===== src/rtl/srl_fifo64x12_pkg.sv =====
// Shared sizes for the 64 x 12 shift-register FIFO.
// The top module's optional output register is enabled by defining SRL_FIFO_OREG_EN.
package srl_fifo64x12_pkg;
    localparam int SRL_DEPTH = 64;
    localparam int SRL_WIDTH = 12;
    localparam int SRL_AW    = 6;
    localparam int SRL_CW    = 7;
endpackage


===== src/rtl/srl_store64x12.sv =====
// Storage only: 12 addressable 64-deep shift registers sharing address and shift enable.
// Stage 0 is the newest word. The contents are never reset.
module srl_store64x12
    import srl_fifo64x12_pkg::*;
(
    input  logic                 clk,
    input  logic                 ce,
    input  logic [SRL_AW-1:0]    a,
    input  logic [SRL_WIDTH-1:0] d,
    output logic [SRL_WIDTH-1:0] y
);

    for (genvar b = 0; b < SRL_WIDTH; b++) begin : g_bit
        logic [SRL_DEPTH-1:0] sr;

        always_ff @(posedge clk) begin
            if (ce) begin
                sr <= {sr[SRL_DEPTH-2:0], d[b]};
            end
        end

        assign y[b] = sr[a];
    end

endmodule


===== src/rtl/srl_fifo64x12.sv =====
// First-word-fall-through FIFO read controller around a 64 x 12 addressable shift register.
// Define SRL_FIFO_OREG_EN to add a registered output stage (capacity 65).
module srl_fifo64x12
    import srl_fifo64x12_pkg::*;
(
    input  logic                 clk,
    input  logic                 rst_n,
    input  logic [SRL_WIDTH-1:0] d,
    input  logic                 wr,
    output logic                 full,
    output logic                 ovf,
    output logic [SRL_WIDTH-1:0] y,
    output logic                 y_valid,
    input  logic                 y_ready,
    output logic [SRL_CW-1:0]    count
);

    logic [SRL_CW-1:0]    cnt;
    logic [SRL_CW-1:0]    cnt_m1;
    logic [SRL_AW-1:0]    a;
    logic [SRL_WIDTH-1:0] y_p0;
    logic                 spop;
    logic                 push;
    logic                 ovf_r;

    // Read address always points at the oldest stored word.
    assign cnt_m1 = cnt - SRL_CW'(1);
    assign a      = cnt_m1[SRL_AW-1:0];
    assign full   = (cnt == SRL_CW'(SRL_DEPTH));
    assign count  = cnt;
    assign ovf    = ovf_r;

    srl_store64x12 u_store (
        .clk (clk),
        .ce  (push),
        .a   (a),
        .d   (d),
        .y   (y_p0)
    );

`ifdef SRL_FIFO_OREG_EN
    logic [SRL_WIDTH-1:0] y_p1;
    logic                 vld_p1;
    logic                 pop;

    assign pop     = vld_p1 && y_ready;
    // Storage is popped into the output register whenever that register is free or draining.
    assign spop    = (cnt != '0) && (!vld_p1 || pop);
    assign y       = y_p1;
    assign y_valid = vld_p1;

    always_ff @(posedge clk) begin
        if (!rst_n) begin
            vld_p1 <= 1'b0;
        end else if (spop) begin
            vld_p1 <= 1'b1;
        end else if (pop) begin
            vld_p1 <= 1'b0;
        end
    end

    always_ff @(posedge clk) begin
        if (spop) begin
            y_p1 <= y_p0;
        end
    end
`else
    assign spop    = (cnt != '0) && y_ready;
    assign y       = y_p0;
    assign y_valid = (cnt != '0);
`endif

    // A write at full still lands when the oldest word leaves in the same cycle.
    assign push = wr && (!full || spop);

    always_ff @(posedge clk) begin
        if (!rst_n) begin
            cnt   <= '0;
            ovf_r <= 1'b0;
        end else begin
            if (wr && full && !spop) begin
                ovf_r <= 1'b1;
            end
            case ({push, spop})
                2'b10:   cnt <= cnt + SRL_CW'(1);
                2'b01:   cnt <= cnt - SRL_CW'(1);
                default: cnt <= cnt;
            endcase
        end
    end

endmodule


===== config.mk =====
export PLATFORM = sky130hd
export DESIGN_NAME = srl_fifo64x12
export DESIGN_NICKNAME = d
export VERILOG_FILES = /design/src/rtl/srl_fifo64x12_pkg.sv /design/src/rtl/srl_store64x12.sv /design/src/rtl/srl_fifo64x12.sv
export SDC_FILE = /design/constraint.sdc
export NUM_CORES = 1
export LEC_CHECK = 0
export ABC_CLOCK_PERIOD_IN_PS = 19100
export BUFFER_PORTS_ARGS = -buffer_cell sky130_fd_sc_hd__buf_2
export CORE_MARGIN = 1
export CORE_UTILIZATION = 55
export CTS_CLUSTER_SIZE = 30
export DETAILED_ROUTE_END_ITERATION = 16
export GPL_TIMING_DRIVEN = 0
export PLACE_DENSITY = 0.72
export SYNTH_ARGS = -nofsm -noshare
export SYNTH_HDL_FRONTEND = slang
export SYNTH_HIERARCHICAL = 1
export SYNTH_SLANG_ARGS = --single-unit

===== constraint.sdc =====
create_clock -name clk -period 19.1 [get_ports clk]
set_clock_uncertainty 0.05 [all_clocks]
set_input_delay 0.955 -clock clk [delete_from_list [all_inputs] [get_ports clk]]
set_output_delay 0.955 -clock clk [all_outputs]
set_load 0.005 [all_outputs]

==> results.json, run 1 <==
{
  "pre_cts_slack_ps": 13660,
  "grt_max_degree": 82,
  "fin_setup_tns_ps": 0,
  "dpl_cell_area_um2": 31300,
  "cts-htree-levels": 3,
  "async_flop_share_pct": 0,
  "antenna_found_initial": 0,
  "worstSkewPairLatency_ps": 630,
  "yosys_register_bits": 776,
  "fillers": 3559,
  "dp.cells": 2055,
  "syn2layout_area_growth_pct": 12.1,
  "routedWlPerCell_um": 27.5,
  "dieArea_um2": 55500,
  "drc": 0,
  "netlist_instances": 1312,
  "port_buffers": 37,
  "clk_pin_slew_ps": 60,
  "period_minus_slack_ps": 6060,
  "initial_core_util_pct": 55.7,
  "hold_buffers": 0,
  "final_layout_size_suffix_gt1_share_pct": 25.6,
  "grt_pass1_vias": 14284,
  "drt_wl_total_um": 60300,
  "cts_buffers": 76,
  "hold_class": "reg -> reg",
  "ys_types": 47,
  "gp_congestion": 0.787,
  "fp-row-count": 85,
  "cap_violations": 0,
  "timing.fmax_mhz": 165,
  "die_h_um": 235,
  "ctsResizeCount": 0,
  "coreArea_um2": 53800,
  "cp.arrival_ps": 5050,
  "synthSimpleGateAreaFrac_pct": 2.01,
  "worst_pin_slew_ps": 1280,
  "finish.utilization_pct": 62.5,
  "worst-setup-path-type": "reg -> out",
  "path_delay_family": "buffers and inverters",
  "cp_num_buf_inv": 5,
  "synth_top_family_by_area": "multiplexers",
  "synth_ff_type": "edfxtp_1",
  "finalSetupViolCount": 0,
  "vdd.ir_drop.worst_mv": 0.145,
  "cp-start-kind": "register",
  "via_count": 14124,
  "period_share_pct": 31.7,
  "grt_setup_unrepaired": "no",
  "grt_pass1_wl_um": 91000,
  "finalPower_mw": 5.67,
  "relSlewSlack_pct": 14.9,
  "first_iter_violations": 1925,
  "cp-end-kind": "output port",
  "fin_cells": 2195,
  "stdcell_area_um2": 33600,
  "yosys.area_share.xor_xnor_pct": 0.234,
  "cp_slowest_cell": "buf_1",
  "cts_tree": "done",
  "synth-compound-area-share_pct": 2.25,
  "slowest_delay_ps": 1000,
  "critPathMaxFanout": 10,
  "netlist_area_um2": 30000,
  "ant_nets": 0,
  "place_hpwl_um": 37600,
  "whs_ps": 388,
  "die_w_um": 235,
  "cts_root_buf": "clkbuf_16",
  "synthAdderAreaFrac_pct": 0.167,
  "final_nets": 1457,
  "seq_area_frac_synth_pct": 77.4,
  "p_leak_nw": 11.4,
  "setup_slack_ps": 13040,
  "final_cell_mix": "768 x edfxtp_1, 166 x mux4_2, 78 x clkbuf_16",
  "grt_overflow": 0,
  "power_density_nw_per_um2": 169,
  "yosysWarningCount": 6,
  "grtUsageTotal_pct": 22.3,
  "hold_violations": 0,
  "numClockSinks": 776,
  "post_cts_buffers": 0,
  "routed_via_density": 6.43,
  "required_ps": 18100,
  "synth_edf_count": 768,
  "synth.avg_cell_area_um2": 22.9,
  "final_common_cell": "edfxtp_1",
  "synth_fp_nets": 1332,
  "io_pins": 38,
  "dr.pass1.iters": 5,
  "yosys-mux-area-fraction_pct": 16.4,
  "finalMaxSlewViolations": 0,
  "diodes": 0,
  "clk_path_buf_depth": 3,
  "status": "finished clean",
  "cp_cell_sequence": "inv_1, ha_1, xor2_1, buf_2, buf_1, buf_1, a211oi_1, nor4_1, a21o_1, buf_2"
}
cell usage after synthesis (2+ instances only):
cell / count / area, um2
or2_2: 2 / 12.5
a22oi_1: 8 / 60.1
clkbuf_1: 22 / 82.6
nor2_1: 15 / 56.3
mux4_1: 26 / 683
and2_1: 7 / 43.8
buf_4: 9 / 67.6
or4b_1: 2 / 20.0
o21ai_0: 5 / 25.0
buf_2: 25 / 125
nand3_1: 10 / 50.1
nand2b_1: 7 / 43.8
edfxtp_1: 768 / 23100
a211oi_1: 9 / 67.6
inv_1: 3 / 11.3
nor2b_1: 13 / 81.3
o21ai_1: 7 / 35.0
mux4_2: 166 / 3740
o221ai_1: 12 / 105
nor3_1: 5 / 25.0
dfxtp_1: 8 / 160
nand2_1: 21 / 78.8
xor2_1: 4 / 35.0
o22ai_1: 17 / 106
nand4_1: 6 / 37.5
a21o_1: 7 / 52.6
nand3b_1: 4 / 30.0
or3_1: 4 / 25.0
a32o_1: 5 / 50.1
buf_6: 11 / 124
mux2_2: 21 / 236
a31oi_1: 2 / 12.5
ha_1: 4 / 50.1
xnor2_1: 4 / 35.0
a21oi_1: 24 / 120
nand4b_1: 3 / 26.3
buf_1: 4 / 15.0
mux2i_1: 26 / 260
o32ai_1: 2 / 17.5
nor4_1: 7 / 43.8
sequential cells by signal, indices dropped and copies added, names as in the netlist:
signal	flops
ovf	1
count	7
u_store/g_bit.sr	768
area by class of cell:
cell class	count	area (um2)	share of cell area [%]
multi-input combinational	461	6320	18.8
sequential	776	23200	69.1
tap	696	871	2.59
clock buffer	97	2020	6.02
clock inverter	43	272	0.808
inverter	3	11.3	0.0335
timing repair buffer	47	460	1.37
buffer	72	434	1.29
power by group:
group	internal (mW)	switching, mW
Combinational	0.870	1.25
Clock	0.779	0.618
Sequential	2.07	0.0822
routing by layer:
layer | track usage (%) | share of wire (%) | vias up
li1 | - | - | 5903
met1 | 33.3 | 41 | 7432
met2 | 33.3 | 47 | 701
met3 | 5.16 | 10 | 88
met4 | 7.03 | 2.1 | 0
met5 | 0 | 0 | -
final timing paths:
check | start | to | slack, ps | cells after the start
worst max register to register | count[0]$_SDFFE_PN0P_ | u_store/g_bit[11].sr[42]$_DFFE_PP_ | 15500 | 8
worst min-delay path | u_store/g_bit[2].sr[1]$_DFFE_PP_ | u_store/g_bit[2].sr[2]$_DFFE_PP_ | 390 | 0
worst min register to register | u_store/g_bit[2].sr[1]$_DFFE_PP_ | u_store/g_bit[2].sr[2]$_DFFE_PP_ | 390 | 0
worst max-delay path | count[0]$_SDFFE_PN0P_ | y[7] | 13040 | 10
cell families (layout without fill, tap and decap cells):
| kind of cell | count (synthesis) | in the layout |
|---|---|---|
| flops | 776 | 776 |
| buf+inv | 75 | 262 |
| simple gates | 109 | 109 |
| fa+ha+maj | 4 | 4 |
| compound gates | 101 | 101 |
| xor+xnor | 8 | 8 |
| mux | 239 | 239 |
Power figures use the tool's default switching activity.
==> run 2: changes to the inputs <==
ABC_CLOCK_PERIOD_IN_PS = 5400   (was 19100)
clock period = 5.4 ns   (was 19.1 ns; I/O delays follow)
==> results.json, run 2 (synthesis gave the netlist of run 1 again) <==
{
  "relSlewSlack_pct": 12.3,
  "fp-row-count": 85,
  "cap_violations": 0,
  "port_buffers": 37,
  "regMostFlops": "u_store/g_bit.sr",
  "status": "finished clean",
  "finalPower_mw": 20.4,
  "dpl_cell_area_um2": 31400,
  "timing.fmax_mhz": 190,
  "worst-setup-path-type": "reg -> out",
  "clk_path_buf_depth": 3,
  "routed_via_density": 6.42,
  "cp-start-kind": "register",
  "cp_cell_sequence": "inv_4, ha_1, xor2_1, buf_2, buf_1, buf_1, a211oi_1, nor4_1, a21o_1, buf_2",
  "finalMaxSlewViolations": 0,
  "largest_reg_flops": 768,
  "worstSkewPairLatency_ps": 620,
  "io_pins": 38,
  "dr.pass1.iters": 5,
  "cts_root_buf": "clkbuf_16",
  "period_minus_slack_ps": 5270,
  "final_nets": 1476,
  "fin_setup_tns_ps": 0,
  "stdcell_area_um2": 34000,
  "cts_tree": "done",
  "via_count": 14180,
  "power_density_nw_per_um2": 600,
  "dieArea_um2": 55500,
  "whs_ps": 306,
  "dp.cells": 2057,
  "p_leak_nw": 11.6,
  "vdd.ir_drop.worst_mv": 0.355,
  "cts-htree-levels": 3,
  "finalSetupViolCount": 0,
  "grt_max_degree": 78,
  "worst_pin_slew_ps": 1310,
  "cts_buffers": 78,
  "place_hpwl_um": 37400,
  "numClockSinks": 776,
  "gp_congestion": 0.800,
  "coreArea_um2": 53800,
  "final_cell_mix": "768 x edfxtp_1, 166 x mux4_2, 82 x clkbuf_16",
  "multiInputGateArea_um2": 6340,
  "cp-end-kind": "output port",
  "final_layout_size_suffix_gt1_share_pct": 26.3,
  "syn2layout_area_growth_pct": 13.4,
  "path_delay_family": "buffers and inverters",
  "slowest_delay_ps": 1020,
  "drc": 0,
  "cp_slowest_cell": "buf_1",
  "grt_setup_unrepaired": "no",
  "required_ps": 5080,
  "final_common_cell": "edfxtp_1",
  "die_h_um": 235,
  "hold_violations": 0,
  "die_w_um": 235,
  "first_iter_violations": 1786,
  "cp.arrival_ps": 4950,
  "cp_num_buf_inv": 5,
  "grtUsageTotal_pct": 22.5,
  "fin_cells": 2208,
  "grt_pass1_wl_um": 91500,
  "critPathMaxFanout": 10,
  "fillers": 3530,
  "drt_wl_total_um": 60400,
  "antenna_found_initial": 0,
  "diodes": 0,
  "initial_core_util_pct": 55.7,
  "grt_overflow": 0,
  "hold_class": "in -> reg",
  "period_share_pct": 97.6,
  "routedWlPerCell_um": 27.4,
  "regArea_um2": 23200,
  "clk_pin_slew_ps": 60,
  "grt_pass1_vias": 14463,
  "ant_nets": 0
}
-- run 2: cell types whose count changed in the layout (fill, tap and decap cells not counted), sizes merged --
cell and change:
buf +2, bufinv +4, clkbuf +2, clkinv -10
clkinvlp +2, dlygate4sd3 +15, inv -2
-- run 2: layout make-up --
cell class | instances | area share (%)
plain buffers | 72 | 1.31
clock buffers | 99 | 6.22
clock inverters | 37 | 1.01
inverters | 3 | 0.0405
multi-input cells | 461 | 18.6
flip-flops and latches | 776 | 68.3
well taps | 696 | 2.56
repair buffers | 64 | 1.93
-- run 2: routing by layer --
| layer | global-route usage (%) | routed length [um] | up-vias | part of all wire (%) |
|---|---|---|---|---|
| li1 | - | - | 5929 | - |
| met1 | 32.0 | 25000 | 7464 | 41 |
| met3 | 6.24 | 5650 | 73 | 9.4 |
| met2 | 34.5 | 28600 | 714 | 47 |
| met5 | 0 | 0 | - | 0 |
| met4 | 6.71 | 1190 | 0 | 2.0 |
-- run 2: worst paths after layout --
kind / to / from / cells after the start / slack [ps]
min: u_store/g_bit[5].sr[0]$_DFFE_PP_ / d[5] / 2 / 310
max reg2reg: u_store/g_bit[11].sr[49]$_DFFE_PP_ / count[4]$_SDFFE_PN0P_ / 8 / 2260
min reg2reg: u_store/g_bit[5].sr[27]$_DFFE_PP_ / u_store/g_bit[5].sr[26]$_DFFE_PP_ / 0 / 390
max: y[7] / count[0]$_SDFFE_PN0P_ / 10 / 130
-- run 2: power by group --
| group | leakage (nW) | internal, mW | switching (mW) |
|---|---|---|---|
| clock network | 1.19 | 3.05 | 2.19 |
| registers | 7.58 | 7.33 | 0.294 |
| logic | 2.81 | 3.10 | 4.44 |
| total | 11.6 | 13.5 | 6.92 |
-- run 2: what timing repair did --
action                                  in CTS  in global routing
buffers inserted                             0                  0
endpoints found under the hold margin       14                  0
hold buffers                                15                  0
gates resized for setup                      0                  0
endpoints found under the setup margin       0                  0
-- run 2: stage by stage --
step | setup WS, ps | utilization [%]
finish | 129 | 63.2
global route | 52.3 | 63.2
CTS | 108 | 63.2
detailed placement | 796 | 58.4
global placement | -2860 | 57.8
floorplan | -1250 | -
